==> config.mk <==
export PLATFORM = sky130hd
export DESIGN_NAME = score_bcd_display
export DESIGN_NICKNAME = d
export VERILOG_FILES = /design/src/rtl/score_pkg.sv /design/src/rtl/seg7_decode.sv /design/src/rtl/score_bcd_display.sv
export SDC_FILE = /design/constraint.sdc
export NUM_CORES = 1
export LEC_CHECK = 0
export ABC_CLOCK_PERIOD_IN_PS = 1850
export BUFFER_PORTS_ARGS = -buffer_cell sky130_fd_sc_hd__clkbuf_2
export CORE_MARGIN = 4
export CORE_UTILIZATION = 50
export DETAILED_ROUTE_END_ITERATION = 8
export PLACE_DENSITY = 0.77
export SLEW_MARGIN = 25
export SYNTH_ARGS = -nofsm -noshare
export SYNTH_HDL_FRONTEND = slang
export SYNTH_SLANG_ARGS = --single-unit
==> constraint.sdc <==
create_clock -name frame_clk -period 1.85 [get_ports frame_clk]
set_input_delay 0.555 -clock frame_clk [delete_from_list [all_inputs] [get_ports frame_clk]]
set_output_delay 0.555 -clock frame_clk [all_outputs]
set_load 0.02 [all_outputs]
==> src/rtl/score_pkg.sv <==
// Shared constants, FSM state type and 7-segment encoding for the score display.
// Used by score_bcd_display and seg7_decode.
package score_pkg;

    localparam int unsigned SCORE_W = 11;
    localparam int unsigned DIGITS  = 4;
    localparam int unsigned BCD_W   = DIGITS * 4;
    localparam int unsigned SHIFT_W = BCD_W + SCORE_W;
    localparam int unsigned ITER_W  = $clog2(SCORE_W);

    typedef enum logic {
        IDLE,
        CONV
    } conv_state_t;

    localparam logic [6:0] SEG_BLANK = 7'h7F;

    // Active-low segments {g,f,e,d,c,b,a}; non-decimal nibbles show blank.
    function automatic logic [6:0] seg7(input logic [3:0] digit);
        logic [6:0] seg;
        unique case (digit)
            4'd0:    seg = 7'h40;
            4'd1:    seg = 7'h79;
            4'd2:    seg = 7'h24;
            4'd3:    seg = 7'h30;
            4'd4:    seg = 7'h19;
            4'd5:    seg = 7'h12;
            4'd6:    seg = 7'h02;
            4'd7:    seg = 7'h78;
            4'd8:    seg = 7'h00;
            4'd9:    seg = 7'h10;
            default: seg = SEG_BLANK;
        endcase
        return seg;
    endfunction

endpackage

==> src/rtl/seg7_decode.sv <==
// Combinational BCD digit to active-low 7-segment decoder with a blank override.
// One instance drives one HEX display.
module seg7_decode
    import score_pkg::*;
(
    input  logic [3:0] digit,
    input  logic       blank,
    output logic [6:0] seg
);

    assign seg = blank ? SEG_BLANK : seg7(digit);

endmodule

==> src/rtl/score_bcd_display.sv <==
// Sequential double-dabble score converter driving four blanked 7-segment displays.
// Define SCORE_HISCORE_EN to add the high-score register and start-screen display.
module score_bcd_display
    import score_pkg::*;
(
    input  logic               frame_clk,
    input  logic               Reset_n,
    input  logic [SCORE_W-1:0] totalscore,
    input  logic               ready,
    input  logic               lost,
    output logic [BCD_W-1:0]   bcd,
    output logic               bcd_valid,
    output logic               busy,
    output logic [SCORE_W-1:0] hiscore,
    output logic [6:0]         hex0,
    output logic [6:0]         hex1,
    output logic [6:0]         hex2,
    output logic [6:0]         hex3
);

    logic [SCORE_W-1:0] src;

`ifdef SCORE_HISCORE_EN
    logic               lost_q;
    logic [SCORE_W-1:0] hiscore_q;

    always_ff @(posedge frame_clk or negedge Reset_n) begin
        if (!Reset_n) begin
            lost_q    <= 1'b0;
            hiscore_q <= '0;
        end else begin
            lost_q <= lost;
            if (lost && !lost_q && (totalscore > hiscore_q)) begin
                hiscore_q <= totalscore;
            end
        end
    end

    // Start screen (neither playing nor lost) shows the best score instead.
    assign src     = (!ready && !lost) ? hiscore_q : totalscore;
    assign hiscore = hiscore_q;
`else
    logic unused_flags;

    assign unused_flags = ready ^ lost;
    assign src          = totalscore;
    assign hiscore      = '0;
`endif

    conv_state_t        state_q, state_d;
    logic [SCORE_W-1:0] latched_q, latched_d;
    logic [SHIFT_W-1:0] shift_q, shift_d;
    logic [ITER_W-1:0]  iter_q, iter_d;
    logic [BCD_W-1:0]   bcd_q, bcd_d;
    logic [SHIFT_W-1:0] adj;
    logic [SHIFT_W-1:0] shifted;

    always_ff @(posedge frame_clk or negedge Reset_n) begin
        if (!Reset_n) begin
            state_q   <= IDLE;
            latched_q <= '0;
            shift_q   <= '0;
            iter_q    <= '0;
            bcd_q     <= '0;
        end else begin
            state_q   <= state_d;
            latched_q <= latched_d;
            shift_q   <= shift_d;
            iter_q    <= iter_d;
            bcd_q     <= bcd_d;
        end
    end

    // One double-dabble step: add 3 to every BCD nibble >= 5, then shift left.
    always_comb begin
        adj = shift_q;
        for (int i = 0; i < int'(DIGITS); i++) begin
            if (shift_q[SCORE_W + 4*i +: 4] >= 4'd5) begin
                adj[SCORE_W + 4*i +: 4] = shift_q[SCORE_W + 4*i +: 4] + 4'd3;
            end
        end
        shifted = SHIFT_W'({adj, 1'b0});
    end

    always_comb begin
        state_d   = state_q;
        latched_d = latched_q;
        shift_d   = shift_q;
        iter_d    = iter_q;
        bcd_d     = bcd_q;
        unique case (state_q)
            IDLE: begin
                if (src != latched_q) begin
                    latched_d = src;
                    shift_d   = {{BCD_W{1'b0}}, src};
                    iter_d    = '0;
                    state_d   = CONV;
                end
            end
            CONV: begin
                shift_d = shifted;
                if (iter_q == ITER_W'(SCORE_W - 1)) begin
                    bcd_d   = shifted[SHIFT_W-1 -: BCD_W];
                    state_d = IDLE;
                end else begin
                    iter_d = iter_q + 1'b1;
                end
            end
            default: state_d = IDLE;
        endcase
    end

    assign bcd       = bcd_q;
    assign busy      = (state_q == CONV);
    assign bcd_valid = (state_q == IDLE);

    // Blank each digit while it and every digit above it are zero; ones digit always shows.
    logic [DIGITS-1:0] blank;
    logic              zero_run;

    always_comb begin
        blank    = '0;
        zero_run = 1'b1;
        for (int i = int'(DIGITS) - 1; i > 0; i--) begin
            zero_run = zero_run && (bcd_q[4*i +: 4] == 4'd0);
            blank[i] = zero_run;
        end
    end

    logic [6:0] seg [DIGITS];

    for (genvar g = 0; g < int'(DIGITS); g++) begin : g_digit
        seg7_decode u_seg7_decode (
            .digit (bcd_q[4*g +: 4]),
            .blank (blank[g]),
            .seg   (seg[g])
        );
    end

    assign hex0 = seg[0];
    assign hex1 = seg[1];
    assign hex2 = seg[2];
    assign hex3 = seg[3];

endmodule
==> results.toml, run 1 <==
[logic_synthesis]
synth-main-ff-cell = "dfrtp_1"
synth_top_area_share = 0.395
syn_inst = 402
synth_top_area_cell = "dfrtp_1"
synth-edff-count = 0
synth_area_um2 = 3740
synth_seq_cells = 59
yosysWarningCount = 0
synth_area_leaders = "dfrtp_1 (40%), ha_1 (10%), o21ai_0 (5.4%)"
synthArstFlopShare = 1.00
syn_area_per_cell_um2 = 9.29
synth_seq_area_share = 0.395
ys_types = 42

[layout]
final_area_um2 = 5290
final_common_cell = "buf_4"
final_cell_mix = "buf_4 (53), dfrtp_1 (50), clkbuf_2 (30)"
drive_above_1_share = 0.448
num-fill-cells = 469
layout.nets = 547
antenna_cells = 0
utilization = 0.729
syn2layout_area_growth_pct = 41.5

[clock_network]
clk-insertion-delay-late_ps = 340
clkTransAtPathRegs_ps = 70
clock_sinks = 59
cts_tree = "built"
cts_root_buffer = "clkbuf_8"
h-tree-depth = 3
cts_buffer_depth = 2
cts_buffers = 9

[die]
die_area_um2 = 8920
row_count = 31
pin_count = 72
die_w_um = 94.4
start_util = 0.515
die_y_um = 94.4
fp.coreArea_um2 = 7250

[pwr]
total_power_w = 0.0119
power.density_nw_per_um2 = 2240
peakVddDrop_mv = 1.09
power.leakage_nw = 2.39

[timing]
rsz0062_at_grt = "yes"
finalCritPeriodShare = 1.34
slew_violations = 0
worst_slack_ps = -628
finalHoldViolCount = 0
finalSetupViolCount = 28
period_needed_ps = 2480
fmax_mhz = 404
fin_worst_skew_ps = 4.78

[drt]
highest_layer = "met4"
num_vias = 3350
wl_met1_mm = 3.88
ant_nets = 0
finalWirelength_mm = 9.33
wl_per_cell_um = 15.4
drt_pass1_iterations = 4
routed-wl-met3_um = 419
wl_met2_mm = 4.92
drtIter0Drc = 160
vias_per_cell = 5.53
drc = 0

[critical_path]
cpMaxStageDelayCell = "o41a_1"
cp.arrival_ps = 1920
max_stage_delay_ps = 500
cp-end-kind = "output pin"
cp_max_fo = 6
path_cells = "nor2_1 > nand4_1 > o41a_1 > o21ai_2 > clkbuf_8"
critPathKind = "flip-flop to output pin"
cp-start-kind = "flip-flop"
cpLargestDelayFamily = "compound AO/OA/AOI/OAI gates"
crit_required_ps = 1290
path_buf_inv = 1

[min_path]
hold_path_class = "input pin to async pin"

[global_route]
grt_use_total = 0.217
grt_pass1_vias = 3270
grt_pass1_wl_mm = 15.4
grt_overflow = 0
antenna_found_initial = 0
grt_max_degree = 60

[placement]
place_ws_ps = -303
port_buffers = 58
dpl.hpwl_mm = 5.75
gp_congestion = 0.800
placed_cell_area_um2 = 4420

[run]
drv_cap = 0

[status]
violations = "negative setup slack"
status = "complete, but fails checks"
state kept, by name, summed over array words and instances (netlist names):
| name | count |
|---|---|
| latched_q | 11 |
| iter_q | 4 |
| busy | 1 |
| bcd | 16 |
| shift_q | 27 |
power by group:
| part | internal [W] | switching, W | total [W] |
|---|---|---|---|
| Sequential | 0.00192 | 0.000516 | 0.00243 |
| Clock | 0.00100 | 0.000516 | 0.00152 |
| Combinational | 0.00371 | 0.00419 | 0.00791 |
| Total | 0.00663 | 0.00523 | 0.0119 |
what timing repair did:
item	in CTS	in global routing
setup buffers	17	7
pin swaps	30	24
endpoints found under the setup margin	29	30
hold buffers	0	0
gates resized for setup	114	55
Yosys cell counts, types with 11 or more instances:
library cell and instances:
ha_1 30, mux2_2 16, dfrtp_1 59, buf_4 11, xnor2_1 16, clkbuf_1 21, a21oi_1 22, o21ai_0 40
inv_1 27, nor2_1 20, nand2_1 37, o31ai_1 12
cell type report:
class / instances / area [um2] / area share
flip-flops and latches: 59 / 1490 / 0.281
repair buffers: 113 / 946 / 0.179
well taps: 99 / 124 / 0.0234
clock buffers: 12 / 165 / 0.0312
inverters: 27 / 106 / 0.0201
clock inverters: 4 / 95.1 / 0.0180
multi-input cells: 292 / 2360 / 0.447
metrics by stage:
stage               hold WS (ps)  cells  setup TNS, ps
detailed placement           493    577          -2510
global placement             499    577          -1980
global route                 218    606         -12360
finish                       211    606          -9910
floorplan                    259    412          -2110
CTS                          221    607          -9990
final timing paths:
path	start	slack, ps	depth (start not counted)	endpoint
max in group asynchronous	Reset_n	1350	2	bcd[12]
worst min register to register	shift_q[10]	520	2	shift_q[11]
worst max-delay path	bcd[15]	-630	5	hex1[3]
min in group frame_clk	totalscore[0]	490	3	shift_q[0]
worst min-delay path	Reset_n	210	2	latched_q[1]
worst max register to register	shift_q[11]	140	6	bcd[2]
layer usage:
layer  GRT usage  vias up
met4      0.0686        0
met5           0        -
met3      0.0470       11
li1            -     1619
met1       0.258     1632
met2       0.389       88
kinds of logic (layout without fill, tap and decap cells):
logic type               count (synthesis)  in the layout  synth area share
AO/OA/AOI/OAI                          123            123             0.213
AND/OR/NAND/NOR                         92             92             0.122
buffers and inverters                   61            156            0.0727
flip-flops                              59             59             0.395
adder cells (fa/ha/maj)                 30             30             0.100
multiplexers                            20             20            0.0589
XOR/XNOR                                16             16            0.0375
other                                    1             11           0.00100
(Power assumes the default switching activity.)
==> run 2: changes to the inputs <==
--- a/config.mk
+++ b/config.mk
@@ -5,12 +5,13 @@
 export SDC_FILE = /design/constraint.sdc
 export NUM_CORES = 1
 export LEC_CHECK = 0
-export ABC_CLOCK_PERIOD_IN_PS = 1850
+export ABC_CLOCK_PERIOD_IN_PS = 2750
 export BUFFER_PORTS_ARGS = -buffer_cell sky130_fd_sc_hd__clkbuf_2
 export CORE_MARGIN = 4
-export CORE_UTILIZATION = 50
+export CORE_UTILIZATION = 56
+export CTS_CLUSTER_SIZE = 16
 export DETAILED_ROUTE_END_ITERATION = 8
-export PLACE_DENSITY = 0.77
+export PLACE_DENSITY = 0.82
 export SLEW_MARGIN = 25
 export SYNTH_ARGS = -nofsm -noshare
 export SYNTH_HDL_FRONTEND = slang
==> constraint.sdc (replaced) <==
create_clock -name frame_clk -period 2.75 [get_ports frame_clk]
set_input_delay 0.825 -clock frame_clk [delete_from_list [all_inputs] [get_ports frame_clk]]
set_output_delay 0.825 -clock frame_clk [all_outputs]
set_load 0.02 [all_outputs]
==> results.toml, run 2 (synthesis gave the netlist of run 1 again) <==
[placement]
gp_congestion = 0.777
dpl.hpwl_mm = 5.54
placed_cell_area_um2 = 4110
place_ws_ps = 132
port_buffers = 58

[clock_network]
clkTransAtPathRegs_ps = 70
cts_buffers = 9
clk-insertion-delay-late_ps = 340
clock_sinks = 59
cts_tree = "built"
hold_buffers = 0
cts_buffer_depth = 2
cts_root_buffer = "clkbuf_8"
h-tree-depth = 3

[layout]
final_cell_mix = "dfrtp_1 (53), clkbuf_2 (53), nand2_1 (37)"
final_area_um2 = 4440
num-fill-cells = 502
largest_reg_flops = 27
syn2layout_area_growth_pct = 18.9
antenna_cells = 0
drive_above_1_share = 0.273
regMostFlops = "shift_q"
layout.nets = 520

[critical_path]
rrSetupSlack_ps = 870
cp_max_fo = 6
r2r-start = "busy"
crit_required_ps = 1930
max_stage_delay_ps = 420
critPathKind = "flip-flop to output pin"
cpMaxStageDelayCell = "o41a_1"
path_cells = "inv_2 > ha_2 > nand4_1 > o41a_1 > o21ai_1 > clkbuf_4"
cp-start-kind = "flip-flop"
cp.arrival_ps = 1850
cp-end-kind = "output pin"
cpLargestDelayFamily = "compound AO/OA/AOI/OAI gates"
path_buf_inv = 2
cp-startpoint = "bcd[8]"

[timing]
finalCritPeriodShare = 0.973
fmax_mhz = 374
finalHoldViolCount = 0
worst-slew-pin-transition_ps = 797
worst_slack_ps = 74.6
rsz0062_at_grt = "yes"
fin_worst_skew_ps = 9.06
finalSetupViolCount = 0
setup_tns_ps = 0
period_needed_ps = 2680
slew_violations = 0
relSlewSlack = 0.468

[global_route]
grt_overflow = 0
busiest_layer = "met2"
grt_pass1_vias = 2859
antenna_found_initial = 0
use_met2 = 0.362
grt_use_met3 = 0.0255
grt.met1_usage = 0.236
grt_pass1_wl_mm = 12.6
grt_max_degree = 33
grt_use_total = 0.199

[drt]
wl_per_cell_um = 13.8
finalWirelength_mm = 7.70
vias_per_cell = 5.65
drc = 0
drt_pass1_iterations = 4
ant_nets = 0
num_vias = 3147
drtIter0Drc = 142

[die]
row_count = 29
die_y_um = 89.7
fp.coreArea_um2 = 6420
pin_count = 72
die_w_um = 89.7
die_area_um2 = 8040
start_util = 0.582

[pwr]
seqPwrFrac = 0.268
p_switching_w = 0.00297
total_power_w = 0.00626
power.leakage_nw = 2.12
pwr-share-clk = 0.124
power.density_nw_per_um2 = 1410
share_comb_of_total_power = 0.609
swShare = 0.475
intPower_w = 0.00329
peakVddDrop_mv = 0.635

[min_path]
hold_path_class = "flip-flop to flip-flop"
hold_start = "shift_q[2]"

[status]
status = "complete, no violations"

[run]
drv_cap = 0
[run 2: changes by cell type in the layout (fill, tap and decap cells not counted), moves of 7 or more]
| cell | before | now |
|---|---|---|
| o21ai_2 | 13 | 0 |
| clkbuf_8 | 21 | 10 |
| ha_1 | 18 | 28 |
| o21ai_0 | 23 | 35 |
| clkbuf_2 | 30 | 53 |
| buf_4 | 53 | 30 |
| a21oi_2 | 8 | 0 |
| a21oi_1 | 14 | 22 |
| nand2_1 | 25 | 37 |
| buf_6 | 13 | 0 |
| nand2_2 | 10 | 0 |
| ha_4 | 9 | 1 |
| inv_1 | 16 | 23 |
[run 2: layout make-up]
| type | instances | area [um2] | share of cell area |
|---|---|---|---|
| Tap cell | 77 | 96.3 | 0.0217 |
| Clock inverter | 5 | 52.6 | 0.0118 |
| Clock buffer | 11 | 141 | 0.0318 |
| Multi-Input combinational cell | 292 | 2040 | 0.459 |
| Timing Repair Buffer | 86 | 523 | 0.118 |
| Sequential cell | 59 | 1480 | 0.334 |
| Inverter | 27 | 104 | 0.0234 |
[run 2: final timing paths]
kind                         endpoint  cells past startpoint
max                           hex1[0]                      6
min                        shift_q[3]                      1
max reg2reg                      busy                      4
min reg2reg                shift_q[3]                      1
max in group asynchronous      bcd[1]                      2
min in group asynchronous     bcd[15]                      1
[run 2: power groups by stage]
stage,Clock [W],Combinational (W),Sequential (W)
5_1_grt,0.000817,0.00425,0.00174
3_5_place_dp,0,0.00358,0.00170
6_report,0.000775,0.00381,0.00167
4_1_cts,0.000786,0.00372,0.00167
2_1_floorplan,0,0.00252,0.00171
3_3_place_gp,0,0.00344,0.00166
[run 2: per-layer routing]
| layer | up-vias | share of wire |
|---|---|---|
| li1 | 1554 | - |
| met1 | 1494 | 0.45 |
| met2 | 88 | 0.49 |
| met3 | 11 | 0.043 |
| met4 | 0 | 0.016 |
| met5 | - | 0 |
[run 2: repair_timing]
action                                  in CTS  in global routing
pin swaps                                    3                  1
gates resized for setup                     18                  9
buffers inserted                             7                  7
endpoints found under the setup margin      10                  9
cloned                                       0                  0
[run 2: stage by stage]
step,utilization,std cells,hold WS (ps)
floorplan,-,412,470
global placement,0.640,527,495
detailed placement,0.640,527,515
CTS,0.683,550,529
global route,0.692,557,544
finish,0.692,557,522
==> run 3: changes to the inputs <==
--- a/config.mk
+++ b/config.mk
@@ -5,13 +5,14 @@
 export SDC_FILE = /design/constraint.sdc
 export NUM_CORES = 1
 export LEC_CHECK = 0
+export ABC_AREA = 1
 export ABC_CLOCK_PERIOD_IN_PS = 2750
 export BUFFER_PORTS_ARGS = -buffer_cell sky130_fd_sc_hd__clkbuf_2
 export CORE_MARGIN = 4
 export CORE_UTILIZATION = 56
-export CTS_CLUSTER_SIZE = 16
 export DETAILED_ROUTE_END_ITERATION = 8
-export PLACE_DENSITY = 0.82
+export PLACE_DENSITY = 0.81
+export SKIP_LAST_GASP = 1
 export SLEW_MARGIN = 25
 export SYNTH_ARGS = -nofsm -noshare
 export SYNTH_HDL_FRONTEND = slang
==> results.toml, run 3 <==
[status]
status = "complete, no violations"

[logic_synthesis]
synth_seq_cells = 59
synthArstFlopShare = 1.00
synth_top_area_cell = "dfrtp_1"
synth_area_leaders = "dfrtp_1 (39%), nand2_1 (15%), ha_1 (9.8%)"
yosysWarningCount = 0
synth-edff-count = 0
synth-main-ff-cell = "dfrtp_1"
synth_top_area_share = 0.386
synth_area_um2 = 3820
ys_types = 29
syn_area_per_cell_um2 = 7.71
yosys-top-cells-count = "nand2_1 (149), o21ai_0 (67), inv_1 (61), dfrtp_1 (59), ha_1 (30)"
syn_inst = 496
synth.most_common_cell = "nand2_1"
synth_seq_area_share = 0.386

[pwr]
peakVddDrop_mv = 0.602
power.leakage_nw = 2.40
power.density_nw_per_um2 = 1410

[critical_path]
cp.arrival_ps = 1850
cp-end-kind = "output pin"
cpMaxStageDelayCell = "dfrtp_2"
path_cells = "inv_4 > ha_4 > nand2_2 > nor3b_4 > buf_4 > a21oi_1 > nand2_1 > clkbuf_2"
critPathKind = "flip-flop to output pin"
cp_max_fo = 4
max_stage_delay_ps = 450
path_buf_inv = 3
crit_required_ps = 1930
cp-start-kind = "flip-flop"
cpLargestDelayFamily = "flip-flops"

[clock_network]
cts_buffers = 9
hold_buffers = 0
cts_root_buffer = "clkbuf_8"
clk-insertion-delay-late_ps = 350
clock_sinks = 59
clkTransAtPathRegs_ps = 60
cts_buffer_depth = 2
cts_tree = "built"
h-tree-depth = 3

[timing]
finalSetupViolCount = 0
worst-slew-pin-transition_ps = 717
period_needed_ps = 2670
fin_worst_skew_ps = 5.96
fmax_mhz = 374
finalCritPeriodShare = 0.972
finalHoldViolCount = 0
rsz0062_at_grt = "no"
setup_tns_ps = 0
slew_violations = 0
relSlewSlack = 0.522

[die]
row_count = 29
start_util = 0.589
pin_count = 72
fp.coreArea_um2 = 6490
die_w_um = 90.6
die_y_um = 90.6
die_area_um2 = 8210

[drt]
drtIter0Drc = 189
ant_nets = 0
drc = 0
vias_per_cell = 5.28
wl_per_cell_um = 12.7
drt_pass1_iterations = 4
finalWirelength_mm = 8.11
num_vias = 3380

[layout]
regMostFlops = "shift_q"
layout.nets = 603
antenna_cells = 0
fin_cells = 640
drive_above_1_share = 0.215
final_common_cell = "nand2_1"
final_area_um2 = 4360
syn2layout_area_growth_pct = 13.9
largest_reg_flops = 27
final_cell_mix = "nand2_1 (148), o21ai_0 (67), dfrtp_1 (57)"

[placement]
gp_congestion = 0.809
dpl.hpwl_mm = 5.84
port_buffers = 58
dp.cells = 621
placed_cell_area_um2 = 4090

[global_route]
antenna_found_initial = 0
grt_pass1_vias = 3316
grt_pass1_wl_mm = 14.3
grt_overflow = 0
grt_max_degree = 33
grt_use_total = 0.210

[min_path]
hold_path_class = "flip-flop to flip-flop"

[run]
drv_cap = 0
==> run 3: changes by cell type after synthesis, sizes merged, moves of 8 or more <==
cell,change
nand2,+113
o21ai,+37
o31ai,-12
inv,+37
xnor2,-13
mux2,-16
nand3,+26
a2bb2oi,-10
clkbuf,-17
o2bb2ai,-8
a21oi,-10
a41oi,-10
==> run 3: stage by stage <==
stage | worst slack (ps) | total power [W] | hold slack [ps] | utilization
finish | 78.0 | 0.00613 | 472 | 0.671
global route | 0.709 | 0.00672 | 498 | 0.671
CTS | 6.98 | 0.00604 | 478 | 0.661
detailed placement | 256 | 0.00525 | 463 | 0.630
global placement | 323 | 0.00506 | 456 | 0.630
floorplan | 426 | 0.00427 | 442 | -
==> run 3: final cells by class <==
class,count,area (um2)
inverters,64,243
clock inverters,2,10.0
clock buffers,14,163
fillers,560,2140
multi-input cells,359,2000
well taps,77,96.3
flip-flops and latches,59,1480
repair buffers,65,360
==> run 3: per-layer routing <==
metal  track usage  vias up  routed length, um
met2         0.351      112               3880
met5             0        -                  0
met1         0.256     1564               3580
met4         0.120        0                251
met3        0.0350       26                397
li1              -     1678                  -
==> run 3: power breakdown <==
group	switching (W)	total, W	internal [W]
Combinational	0.00243	0.00377	0.00134
Clock	0.000333	0.000707	0.000374
Sequential	0.000370	0.00166	0.00129
Total	0.00313	0.00613	0.00300
==> run 3: final timing paths <==
kind	cells past startpoint	slack, ps	to	start
worst max-delay path	8	80	hex2[4]	bcd[12]
worst min-delay path	2	470	shift_q[9]	shift_q[9]
worst max register to register	6	970	bcd[2]	iter_q[0]
worst min register to register	2	470	shift_q[9]	shift_q[9]
max in group asynchronous	2	1930	bcd[12]	Reset_n
min in group asynchronous	2	480	latched_q[1]	Reset_n
==> run 3: worst min-delay path, delay by kind of cell (launching register included) <==
family / cells / cell delay (ps)
flops: 1 / 340
simple gates: 2 / 100
==> run 3: cell families after synthesis <==
logic type,share of synthesized area
compound gates,0.149
xor+xnor,0.0229
fa+ha+maj,0.0982
buf+inv,0.111
flops,0.386
other cells,0.000981
simple gates,0.232
==> run 3: repair_timing <==
item / 4_1_cts / 5_1_grt
pin swaps: 2 / 2
resized for setup: 8 / 23
setup endpoints to repair: 13 / 13
setup buffers: 1 / 2
